$ cat config.mk
export PLATFORM = sky130hd
export DESIGN_NAME = uart_rx_deser
export DESIGN_NICKNAME = d
export VERILOG_FILES = /design/src/rtl/uart_rx_deser.sv
export SDC_FILE = /design/constraint.sdc
export NUM_CORES = 1
export LEC_CHECK = 0
export BUFFER_PORTS_ARGS = -buffer_cell sky130_fd_sc_hd__buf_4
export CAP_MARGIN = 15
export CORE_AREA = 5 5 108 110
export CTS_CLUSTER_SIZE = 28
export DETAILED_ROUTE_END_ITERATION = 10
export DIE_AREA = 0 0 113 115
export SLEW_MARGIN = 20
export SYNTH_ARGS = -nofsm -noshare
export SYNTH_HDL_FRONTEND = slang
export SYNTH_SLANG_ARGS = --single-unit
$ cat constraint.sdc
create_clock -name clk -period 7.6 [get_ports clk]
set_input_delay 0.76 -clock clk [delete_from_list [all_inputs] [get_ports clk]]
set_output_delay 0.76 -clock clk [all_outputs]
set_load 0.02 [all_outputs]
$ cat src/rtl/uart_rx_deser.sv
// UART receive deserializer: oversampled start/data/parity/stop capture into a valid/ready holding register.
// Word visible 1 clk after the stop-bit sample; a full, unconsumed holding register drops the new word and pulses overrun_o.
module uart_rx_deser #(
    parameter int DATA_WIDTH = 8,
    parameter int OVERSAMPLE = 16
) (
    input  logic                  clk,
    input  logic                  reset,
    input  logic                  RX,
    input  logic [19:0]           baud_rate,
    input  logic                  parity_en,
    input  logic                  parity_odd,
    output logic [DATA_WIDTH-1:0] data_o,
    output logic                  data_valid_o,
    input  logic                  data_ready_i,
    output logic                  frame_err_o,
    output logic                  parity_err_o,
    output logic                  overrun_o,
    output logic                  RTS,
    output logic                  busy_o
);

    localparam int SCW = $clog2(OVERSAMPLE);
    localparam int BCW = $clog2(DATA_WIDTH + 1);
    localparam logic [SCW-1:0] SC_HALF  = SCW'(OVERSAMPLE / 2 - 1);
    localparam logic [SCW-1:0] SC_LAST  = SCW'(OVERSAMPLE - 1);
    localparam logic [BCW-1:0] BIT_LAST = BCW'(DATA_WIDTH - 1);

    typedef enum logic [2:0] {IDLE, START, DATA, PARITY, STOP} state_t;

    state_t                state_q, state_d;
    logic                  rx_meta_q, rx_s_q;
    logic                  armed_q, armed_d;
    logic [19:0]           baud_q, baud_d;
    logic                  par_en_q, par_en_d;
    logic                  par_odd_q, par_odd_d;
    logic [19:0]           tick_cnt_q, tick_cnt_d;
    logic [SCW-1:0]        sample_q, sample_d;
    logic [BCW-1:0]        bit_q, bit_d;
    logic [DATA_WIDTH-1:0] shift_q, shift_d;
    logic                  perr_q, perr_d;
    logic [DATA_WIDTH-1:0] data_q, data_d;
    logic                  valid_q, valid_d;
    logic                  ferr_q, ferr_d;
    logic                  perr_out_q, perr_out_d;
    logic                  ovr_q, ovr_d;
    logic                  rts_q, rts_d;
    logic                  done;
    logic                  tick;
    logic [19:0]           baud_eff;

    assign baud_eff = (baud_q == 20'd0) ? 20'd1 : baud_q;
    assign tick     = (tick_cnt_q == baud_eff - 20'd1);

    always_ff @(posedge clk or negedge reset) begin
        if (!reset) begin
            rx_meta_q <= 1'b1;
            rx_s_q    <= 1'b1;
        end else begin
            rx_meta_q <= RX;
            rx_s_q    <= rx_meta_q;
        end
    end

    always_ff @(posedge clk or negedge reset) begin
        if (!reset) begin
            state_q    <= IDLE;
            armed_q    <= 1'b1;
            baud_q     <= 20'd1;
            par_en_q   <= 1'b0;
            par_odd_q  <= 1'b0;
            tick_cnt_q <= '0;
            sample_q   <= '0;
            bit_q      <= '0;
            shift_q    <= '0;
            perr_q     <= 1'b0;
            data_q     <= '0;
            valid_q    <= 1'b0;
            ferr_q     <= 1'b0;
            perr_out_q <= 1'b0;
            ovr_q      <= 1'b0;
            rts_q      <= 1'b1;
        end else begin
            state_q    <= state_d;
            armed_q    <= armed_d;
            baud_q     <= baud_d;
            par_en_q   <= par_en_d;
            par_odd_q  <= par_odd_d;
            tick_cnt_q <= tick_cnt_d;
            sample_q   <= sample_d;
            bit_q      <= bit_d;
            shift_q    <= shift_d;
            perr_q     <= perr_d;
            data_q     <= data_d;
            valid_q    <= valid_d;
            ferr_q     <= ferr_d;
            perr_out_q <= perr_out_d;
            ovr_q      <= ovr_d;
            rts_q      <= rts_d;
        end
    end

    always_comb begin
        state_d    = state_q;
        armed_d    = armed_q | rx_s_q;
        baud_d     = baud_q;
        par_en_d   = par_en_q;
        par_odd_d  = par_odd_q;
        tick_cnt_d = '0;
        sample_d   = sample_q;
        bit_d      = bit_q;
        shift_d    = shift_q;
        perr_d     = perr_q;
        data_d     = data_q;
        valid_d    = valid_q;
        ferr_d     = ferr_q;
        perr_out_d = perr_out_q;
        ovr_d      = 1'b0;
        done       = 1'b0;

        if (valid_q && data_ready_i) valid_d = 1'b0;
        if (state_q != IDLE) tick_cnt_d = tick ? 20'd0 : tick_cnt_q + 20'd1;

        case (state_q)
            IDLE: begin
                if (armed_q && !rx_s_q) begin
                    state_d   = START;
                    sample_d  = '0;
                    perr_d    = 1'b0;
                    baud_d    = baud_rate;
                    par_en_d  = parity_en;
                    par_odd_d = parity_odd;
                end
            end
            START: begin
                if (tick) begin
                    if (sample_q == SC_HALF) begin
                        sample_d = '0;
                        bit_d    = '0;
                        state_d  = rx_s_q ? IDLE : DATA;
                    end else begin
                        sample_d = sample_q + 1'b1;
                    end
                end
            end
            DATA: begin
                if (tick) begin
                    if (sample_q == SC_LAST) begin
                        sample_d = '0;
                        shift_d  = {rx_s_q, shift_q[DATA_WIDTH-1:1]};
                        if (bit_q == BIT_LAST) state_d = par_en_q ? PARITY : STOP;
                        else                   bit_d   = bit_q + 1'b1;
                    end else begin
                        sample_d = sample_q + 1'b1;
                    end
                end
            end
            PARITY: begin
                if (tick) begin
                    if (sample_q == SC_LAST) begin
                        sample_d = '0;
                        perr_d   = (^shift_q) ^ rx_s_q ^ par_odd_q;
                        state_d  = STOP;
                    end else begin
                        sample_d = sample_q + 1'b1;
                    end
                end
            end
            STOP: begin
                if (tick) begin
                    if (sample_q == SC_LAST) begin
                        sample_d = '0;
                        state_d  = IDLE;
                        done     = 1'b1;
                        // A low stop bit disarms start detection so a held break yields one word.
                        if (!rx_s_q) armed_d = 1'b0;
                    end else begin
                        sample_d = sample_q + 1'b1;
                    end
                end
            end
            default: state_d = IDLE;
        endcase

        if (done) begin
            if (!valid_q || data_ready_i) begin
                data_d     = shift_q;
                ferr_d     = !rx_s_q;
                perr_out_d = perr_q;
                valid_d    = 1'b1;
            end else begin
                ovr_d = 1'b1;
            end
        end

        rts_d = !valid_d;
    end

    assign data_o       = data_q;
    assign data_valid_o = valid_q;
    assign frame_err_o  = ferr_q;
    assign parity_err_o = perr_out_q;
    assign overrun_o    = ovr_q;
    assign RTS          = rts_q;
    assign busy_o       = (state_q != IDLE);

endmodule

==> results of run 1 <==
-- logic make-up after synthesis --
kind of cell / count (synthesis)
compound gates: 62
xor+xnor: 46
fa+ha+maj: 4
buf+inv: 29
flops: 78
mux: 45
simple gates: 200
-- synthesized netlist by cell type, types with 3 or more instances --
master,number
dfrtp_1,73
nor2_1,51
mux2_2,38
nand2_1,33
xnor2_1,30
nand3_1,20
clkbuf_1,16
nor3_1,16
xor2_1,16
and3_1,11
o21ai_0,10
inv_1,9
or4_1,9
a21oi_1,6
mux2i_1,6
nand2b_1,6
nor2b_1,6
nor4_1,6
dfstp_2,5
nand4_1,5
o211ai_1,5
o31ai_1,5
or3_1,5
ha_1,4
nand4b_1,4
nor4_4,4
o22ai_1,4
a22o_1,3
a31oi_1,3
and2_1,3
and4_1,3
nand3b_1,3
o2111ai_1,3
o21a_1,3
-- path summary, 6_finish.rpt --
path | start | endpoint | slack [ns] | depth (start not counted)
worst max register to register | baud_q[2] | bit_q[0] | 2.73 | 13
min in group asynchronous | reset | tick_cnt_q[14] | 0.55 | 1
worst max-delay path | baud_q[2] | bit_q[0] | 2.73 | 13
worst min-delay path | rx_meta_q | rx_s_q | 0.36 | 0
max in group asynchronous | reset | par_en_q | 6.43 | 1
worst min register to register | rx_meta_q | rx_s_q | 0.36 | 0
-- worst max-delay path, delay by kind of cell, from the launching register on --
kind	cells	cell delay [ns]
muxes	1	0.31
DFF	1	0.48
and+or+nand+nor	10	3.36
adders and majority gates	1	0.31
AOI/OAI and AO/OA	1	0.28
-- per-layer routing --
metal	global-route usage [%]	part of all wire [%]	vias to the layer above
met3	3.632	3.9	21
met2	28.48	47	63
li1	-	-	1758
met4	8.173	2.6	0
met1	23.34	46	1747
met5	0	0	-
-- where the power goes --
| group | leakage (nW) | internal [mW] | total (mW) | switching [mW] |
|---|---|---|---|---|
| logic | 1.09 | 0.230 | 0.501 | 0.270 |
| clock network | 0.0990 | 0.184 | 0.343 | 0.158 |
| registers | 1.01 | 0.490 | 0.654 | 0.165 |
-- registers in the layout, summed over array words and instances, names as in the netlist, 3 cells and up --
name and cells:
sample_q 4, shift_q 8, data_o 8, baud_q 20, tick_cnt_q 20, state_q 3
bit_q 4
-- area by class of cell --
class,instances,area share [%]
multi-input cells,357,48.79
clock buffers,10,2.436
inverters,10,0.7165
well taps,140,3.344
repair buffers,40,5.732
clock inverters,5,1.600
flip-flops and latches,78,37.38
-- metrics by stage --
stage          util [%]  instance area, sq um
2_1_floorplan         -                  4616
3_3_place_gp      47.33                  5019
3_5_place_dp      47.42                  5027
4_1_cts           49.41                  5239
5_1_grt           49.41                  5239
6_report          49.41                  5239
==> parameters.txt, run 1 <==
Parameter                              Value

Run status
  Outcome    completed

Floorplanning
  Core region area    0.01060 sq mm
  Width of the chip    113 um
  IO Count    40
  Total Die Area    0.01300 sq mm
  Initial core utilization    43.53%
  # rows    38
  Vert. Die Dim    115 um

CTS
  Clock tree buffer depth    2
  Clock latency of the later-clocked register in the worst-skew pair    between 0.3 and 0.4 ns
  Clock tree from TritonCTS    done
  Clock transition time at the flip-flop clock pins of the worst setup and hold paths    0.08 ns
  Cell at the root of the clock tree    clkbuf_8
  # hold bufs at CTS    0
  Resized cells post-CTS    0
  Number of buffers created by CTS    9
  Setup Buffers After CTS    0
  CTS sink cnt    78
  Htree depth    3

Final layout
  Share of post-route cells with drive strength above 1    22.80%
  Antenna diode count    0
  Footprint of the flip-flops and latches    roughly 0.0020 sq mm
  Fillcell total    994
  Most common cell after layout, fill and taps aside    dfrtp_1
  Post-route non-filler standard cell count    640
  Leading cell types in the layout, fill and taps excluded    73 x dfrtp_1, 50 x nor2_1, 40 x buf_4
  Multi-input combinational cell area    0.002556 sq mm
  Growth of design area from synthesis to finish    13.50%
  # nets final    ~530

Timing
  RSZ-0062 raised after global routing    no
  Worst slew margin    35.34%
  Aggregate negative setup slack    0 ns
  Maximum frequency from static timing analysis    0.2055 GHz
  Post-route clock period utilization    approximately 64%
  Worst hold margin    0.3589 ns
  Worst setup margin    2.734 ns
  Fin crit period    approximately 4.9 ns
  Worst-Margin Slew    0.9699 ns
  Endpoints failing setup    0
  Final hold violation count    0
  Worst Clk Skew    just over 0.009 ns
  Max-slew violation count    0

Logic synthesis
  Net count of the mapped netlist    494
  Most area-consuming cells after synthesis    dfrtp_1 40%, mux2_2 9.3%, xnor2_1 5.7%
  Share of synthesized cell area in full adder, half adder and majority cells    1.084%
  Area fraction in and, or, nand and nor cells after synthesis    around a quarter
  #FFs+latches synth    78
  Synth Flop Type    dfrtp_1
  Post-Syn Area    0.004616 sq mm
  Part of the Yosys area used for sequential elements    a little over two fifths
  EDFF count, synth    0
  Largest family of logic cells by synthesized area    simple AND/OR/NAND/NOR gates
  Proportion of register bits with asynchronous set or reset after synthesis    100.0%
  Synth Instances    464
  Yosys synthesis warning count    0
  Synthesized-area fraction occupied by xor and xnor cells    8.729%
  Number of unique standard cell types used by synthesis    64
  Top-area cell type share of the netlist area    between 30% and 40%
  Average footprint of a synthesized cell    between 9 and 10 sq um
  Mux contribution to synthesized area    10.90%
  Dominant cell type by area after synthesis    dfrtp_1
  Compound-Gate Fraction of Synth Area    between 9 and 10%

Route
  Remaining routing DRC violations    0
  DRT Pass-1 Iters    4
  Vias after detailed routing    roughly 3,600
  Number of DRC markers in iteration 0    180
  Vias per std cell    5.608
  Average detailed-routed wire length per instance    17.27 um
  Routed WL    about 11,000 um
  Residual antenna-violating net count after detailed routing    0

Global routing
  Residual overflow from global routing    0
  Antenna violations before repair    0
  Number of global-route vias before repair    3,620
  Maximum number of pins on one net before global-route repair    79
  Global router's overall resource usage    17.79%
  Global-route wire length before repair    between 15,000 and 20,000 um

Worst setup path
  CP arrival    5.11 ns
  Kind of start point of the critical path    register
  CP max stage cell    or4_4
  Kind of end point of the critical path    register
  CP max FO    16
  Crit-path cells    nor4_2 > nand2_1 > nor3_1 > nor2_1 > ha_1 > nor2b_1 > or3_1 > a31oi_1 > nand3_1 > nor4_1 > nand3_2 > or4_4 > mux2_4
  WS Path Type    reg2reg
  Worst EP required    7.84 ns
  Worst stage delay on the critical path    0.66 ns

Place
  Gpl congestion    roughly 0.95
  Placement-stage worst setup slack    2.786 ns
  Port Buffers    39
  Dpl cells    625
  Final HPWL DP    8051 um

Power and ir drop
  Worst IR Drop VDD    between 0.1 and 0.15 mV
  Design Power    1.498 mW
  Leakage component of the power    2.197 nW
  Power density relative to cell area    285.9 mW/mm^2

Min path
  Type of the tightest min-delay check    reg2reg

Flow run
  Number of maximum-capacitance constraint violations    0
Power figures use the tool's default switching activity.
==> run 2: changes to the inputs <==
==> constraint.sdc (replaced) <==
create_clock -name clk -period 4.8 [get_ports clk]
set_input_delay 0.48 -clock clk [delete_from_list [all_inputs] [get_ports clk]]
set_output_delay 0.48 -clock clk [all_outputs]
set_load 0.02 [all_outputs]
==> run 2 against run 1 <==
Against the previous run:
- sequential power is 54% higher
- register-to-register slack worse by 2.3 ns
- critical path depth stayed put
- highest routed layer unchanged
- largest power group unchanged
- core utilization rose by 0.11 points
- die area is the same
- critical endpoint unchanged
- clock skew is 0.0020 ns higher
- first-iteration DRC count down 8.3%
==> parameters.txt, run 2 (same netlist as run 1, synthesis figures left out) <==
Parameter                              Value

Run status
  Outcome    completed

Floorplanning
  Initial core utilization    43.53%
  Core region area    0.01060 sq mm
  Width of the chip    between 100 and 150 um
  Total Die Area    0.01300 sq mm
  Vert. Die Dim    115 um
  # rows    38
  IO Count    40

Worst setup path
  Kind of start point of the critical path    register
  WS Path Type    reg2reg
  CP arrival    4.60 ns
  Crit-path cells    nor4_4 > nand2_1 > nor3_1 > nor2_1 > ha_1 > nor2b_1 > or3_1 > a31oi_1 > nand3_1 > nor4_1 > nand3_2 > or4_4 > mux2_4
  Kind of end point of the critical path    register
  Worst EP required    5.05 ns
  CP max FO    9
  CP max stage cell    or4_4
  Worst stage delay on the critical path    0.58 ns

CTS
  Htree depth    3
  # hold bufs at CTS    0
  Clock tree buffer depth    2
  Clock tree from TritonCTS    done
  Clock transition time at the flip-flop clock pins of the worst setup and hold paths    0.09 ns
  Setup Buffers After CTS    0
  Clock latency of the later-clocked register in the worst-skew pair    between 0.3 and 0.4 ns
  Cell at the root of the clock tree    clkbuf_8
  CTS sink cnt    78
  Number of buffers created by CTS    9
  Resized cells post-CTS    0

Final layout
  End-of-flow core utilization    49.52%
  Growth of design area from synthesis to finish    13.74%
  Leading cell types in the layout, fill and taps excluded    73 x dfrtp_1, 50 x nor2_1, 45 x buf_4
  Share of post-route cells with drive strength above 1    24.06%
  Antenna diode count    0
  Leading registers by flop count    baud_q: 20 flops, tick_cnt_q: 20 flops
  Fillcell total    slightly below 1,000
  # nets final    around 530
  Most common cell after layout, fill and taps aside    dfrtp_1

Timing
  Max-slew violation count    0
  Post-route clock period utilization    90.64%
  Worst-Margin Slew    0.7916 ns
  Worst slew margin    between 40 and 50%
  Worst Clk Skew    ~0.011 ns
  Final hold violation count    0
  Worst setup margin    0.4491 ns
  Aggregate negative setup slack    0 ns
  RSZ-0062 raised after global routing    no
  Maximum frequency from static timing analysis    approximately 0.23 GHz
  Worst hold margin    about 0.13 ns
  Endpoints failing setup    0
  Fin crit period    4.351 ns

Power and ir drop
  Net Sw Power    0.9480 mW
  Power density relative to cell area    439.9 mW/mm^2
  Switch share    slightly above 40%
  Internal power    between 1 and 1.5 mW
  Part of the power in registers    43.9%
  Worst IR Drop VDD    about 0.25 mV
  Power share of the combinational group    between 30 and 40%
  Design Power    2.309 mW
  Power share of the clock group    19.9%
  Leakage component of the power    ~2.2 nW

Global routing
  Residual overflow from global routing    0
  Global router's overall resource usage    18.47%
  Global-route wire length before repair    19,090 um
  Maximum number of pins on one net before global-route repair    79
  Number of global-route vias before repair    about 3,800
  Antenna violations before repair    0

Place
  Gpl congestion    between 0.9 and 1
  Port Buffers    39
  Final HPWL DP    8121 um
  Placement-stage worst setup slack    approximately 0.46 ns

Route
  Vias after detailed routing    3,637
  Number of DRC markers in iteration 0    165
  Remaining routing DRC violations    0
  Vias per std cell    5.621
  Average detailed-routed wire length per instance    17.26 um
  DRT Pass-1 Iters    4
  Residual antenna-violating net count after detailed routing    0
  Routed WL    roughly 11,000 um

Min path
  Type of the tightest min-delay check    in2async

Flow run
  Number of maximum-capacitance constraint violations    0
run 2: worst max-delay path: cells and delay by family, from the launching register on:
family	cells	cell delay (ns)
AO/OA/AOI/OAI	1	0.22
adder cells (fa/ha/maj)	1	0.31
flip-flops	1	0.49
multiplexers	1	0.31
AND/OR/NAND/NOR	10	2.89
run 2: stage by stage:
stage          std cells  area (sq um)
2_1_floorplan        464          4616
3_3_place_gp         631          5064
3_5_place_dp         631          5064
4_1_cts              647          5246
5_1_grt              647          5250
6_report             647          5250
run 2: power by group through the flow:
stage | registers (mW) | logic [mW] | clock network (mW)
CTS | 1.01 | 0.837 | 0.480
floorplan | 0.920 | 0.686 | 0
global route | 1.04 | 0.930 | 0.506
global placement | 1.02 | 0.823 | 0
finish | 1.01 | 0.835 | 0.460
detailed placement | 1.02 | 0.831 | 0
run 2: worst paths after layout:
check,to,slack (ns),cells past startpoint,startpoint
worst max-delay path,bit_q[0],0.45,13,baud_q[6]
worst min-delay path,tick_cnt_q[15],0.13,1,reset
worst max register to register,bit_q[0],0.45,13,baud_q[6]
worst min register to register,rx_s_q,0.36,0,rx_meta_q
max in group asynchronous,baud_q[4],4.16,1,reset
min in group clk,rx_meta_q,0.22,1,RX
run 2: cell type report:
cell class              instances  area, sq um  share of cell area (%)
clock inverters                 6        45.04                  0.8580
flip-flops and latches         78         1958                   37.30
inverters                      10        37.54                  0.7150
well taps                     140        175.2                   3.337
multi-input cells             357         2547                   48.52
repair buffers                 46        349.1                   6.649
clock buffers                  10        137.6                   2.622
run 2: routing by layer:
metal / up-vias / part of all wire, % / GRT usage, %
met1: 1760 / 44 / 22.81
li1: 1770 / - / -
met2: 90 / 49 / 30.88
met3: 17 / 5.7 / 4.789
met5: - / 0 / 0
met4: 0 / 2.2 / 7.612
==> run 3: changes to the inputs <==
--- a/config.mk
+++ b/config.mk
@@ -11,6 +11,7 @@
 export CTS_CLUSTER_SIZE = 28
 export DETAILED_ROUTE_END_ITERATION = 10
 export DIE_AREA = 0 0 113 115
+export REMOVE_ABC_BUFFERS = 1
 export SLEW_MARGIN = 20
 export SYNTH_ARGS = -nofsm -noshare
 export SYNTH_HDL_FRONTEND = slang
==> run 3 against run 2 <==
Against the previous run:
- power decreased by 0.26%
- wire length decreased by 2.7%
- register-to-register slack improved by 0.21 ns
- cell area increased by 0.19%
- die area unchanged
- global-route usage decreased by 1.1 points
- worst hold slack got worse by 0.023 ns
- sequential cell count unchanged
- clock skew increased by 0.0042 ns
- via count increased by 1.2%
- non-clock buffer count increased by 2
- worst setup slack improved by 0.21 ns
==> parameters.txt, run 3 (same netlist as run 1, synthesis figures left out) <==
Parameter                              Value

CTS
  Resized cells post-CTS    0
  Htree depth    3
  Clock latency of the later-clocked register in the worst-skew pair    0.37 ns
  # hold bufs at CTS    0
  Number of buffers created by CTS    9
  Clock tree from TritonCTS    done
  CTS sink cnt    78
  Clock tree buffer depth    2
  Setup Buffers After CTS    0
  Cell at the root of the clock tree    clkbuf_8
  Clock transition time at the flip-flop clock pins of the worst setup and hold paths    0.09 ns

Floorplanning
  Vert. Die Dim    around 120 um
  Core region area    roughly 0.011 sq mm
  Initial core utilization    between 40 and 50%
  IO Count    40
  Total Die Area    0.01300 sq mm
  # rows    38
  Width of the chip    between 100 and 150 um

Min path
  Type of the tightest min-delay check    in2async

Run status
  Outcome    completed

Place
  Final HPWL DP    just under 8000 um
  Gpl congestion    0.9269
  Port Buffers    39

Timing
  RSZ-0062 raised after global routing    no
  Worst slew margin    between 50% and 60%
  Aggregate negative setup slack    0 ns
  Post-route clock period utilization    86.37%
  Worst-Margin Slew    0.6995 ns
  Max-slew violation count    0
  Endpoints failing setup    0
  Maximum frequency from static timing analysis    between 0.2 and 0.25 GHz
  Fin crit period    4.146 ns
  Final hold violation count    0
  Worst Clk Skew    0.01527 ns

Final layout
  Antenna diode count    0
  Growth of design area from synthesis to finish    13.96%
  Leading cell types in the layout, fill and taps excluded    73 x dfrtp_1, 50 x nor2_1, 47 x buf_4
  # nets final    approximately 530
  Most common cell after layout, fill and taps aside    dfrtp_1
  Leading registers by flop count    baud_q: 20 flops, tick_cnt_q: 20 flops
  End-of-flow core utilization    between 40 and 50%
  Share of post-route cells with drive strength above 1    approximately a quarter

Worst setup path
  Dominant delay contributor by cell family on the critical path    simple AND/OR/NAND/NOR gates
  Worst path most repeated cell    buf_4
  CP max FO    10
  Worst EP required    5.06 ns
  Crit-path cells    nor4_4 > buf_4 > nand2_1 > nor3_1 > nor2_1 > ha_1 > nor2b_1 > or3_1 > a31oi_1 > o2111ai_1 > nor4_1 > nand3_1 > nor4b_2 > buf_4 > mux2_2
  Endpoint of the most critical setup path    data_o[3]
  Kind of end point of the critical path    register
  Worst-case reg-to-reg path depth    15
  Number of buffer and inverter instances along the worst setup path    2
  Number of cells on the critical path    15
  Crit Reg-Reg Startpoint    baud_q[10]
  End of the worst register-to-register path    data_o[3]
  Register-to-register path setup slack    between 0.6 and 0.7 ns
  CP max stage cell    dfrtp_1
  CP arrival    4.41 ns
  Kind of start point of the critical path    register
  WS Path Type    reg2reg
  Worst stage delay on the critical path    0.51 ns
  Critical path origin    baud_q[10]

Power and ir drop
  Leakage component of the power    ~2.2 nW
  Worst IR Drop VDD    0.1869 mV
  Power density relative to cell area    around 440 mW/mm^2

Route
  DRT Pass-1 Iters    5
  Vias per std cell    5.672
  Residual antenna-violating net count after detailed routing    0
  Vias after detailed routing    between 3,000 and 4,000
  Remaining routing DRC violations    0
  Number of DRC markers in iteration 0    183
  Average detailed-routed wire length per instance    16.74 um
  Routed WL    10,870 um

Global routing
  Residual overflow from global routing    0
  Global router's overall resource usage    17.42%
  Antenna violations before repair    0
  Maximum number of pins on one net before global-route repair    just under 80
  Global-route wire length before repair    ~18,000 um
  Number of global-route vias before repair    roughly 3,700

Flow run
  Number of maximum-capacitance constraint violations    0
## run 3: through the flow
stage / hold WS [ns] / power (mW) / std cells / instance area [sq um] / worst slack [ns]
after global routing: 0.1938 / 2.457 / 649 / 5260 / 0.3795
after CTS: 0.1949 / 2.326 / 649 / 5256 / 0.6102
after floorplan: 0.1844 / 1.576 / 445 / 4534 / 0.3135
final: 0.1093 / 2.303 / 649 / 5260 / 0.6544
after global placement: 0.3463 / 1.851 / 633 / 5079 / 0.7068
after detailed placement: 0.3485 / 1.850 / 633 / 5079 / 0.6498
## run 3: area by class of cell
class / instances / area [sq um]
clock inverters: 7 / 53.80
flip-flops and latches: 78 / 1958
repair buffers: 48 / 364.1
inverters: 10 / 37.54
clock buffers: 9 / 123.9
fillers: 984 / 5343
well taps: 140 / 175.2
multi-input cells: 357 / 2547
## run 3: metal layers
layer	global-route usage [%]	up-vias	share of wire, %
met5	0	-	0
met4	7.292	0	1.6
met3	4.000	17	4.7
met2	29.07	81	50
met1	21.84	1806	44
li1	-	1777	-
## run 3: power breakdown
part | leakage, nW | switching (mW) | internal (mW)
logic | 1.12 | 0.423 | 0.380
registers | 1.01 | 0.262 | 0.775
clock network | 0.0944 | 0.270 | 0.193
## run 3: how the worst min path moves through the flow
stage | start | endpoint | cells after the start
after floorplan | reset | baud_q[10] | 0
after global placement | rx_meta_q | rx_s_q | 0
after detailed placement | rx_meta_q | rx_s_q | 0
after CTS | RX | rx_meta_q | 1
after global routing | reset | baud_q[16] | 1
final | reset | baud_q[16] | 1
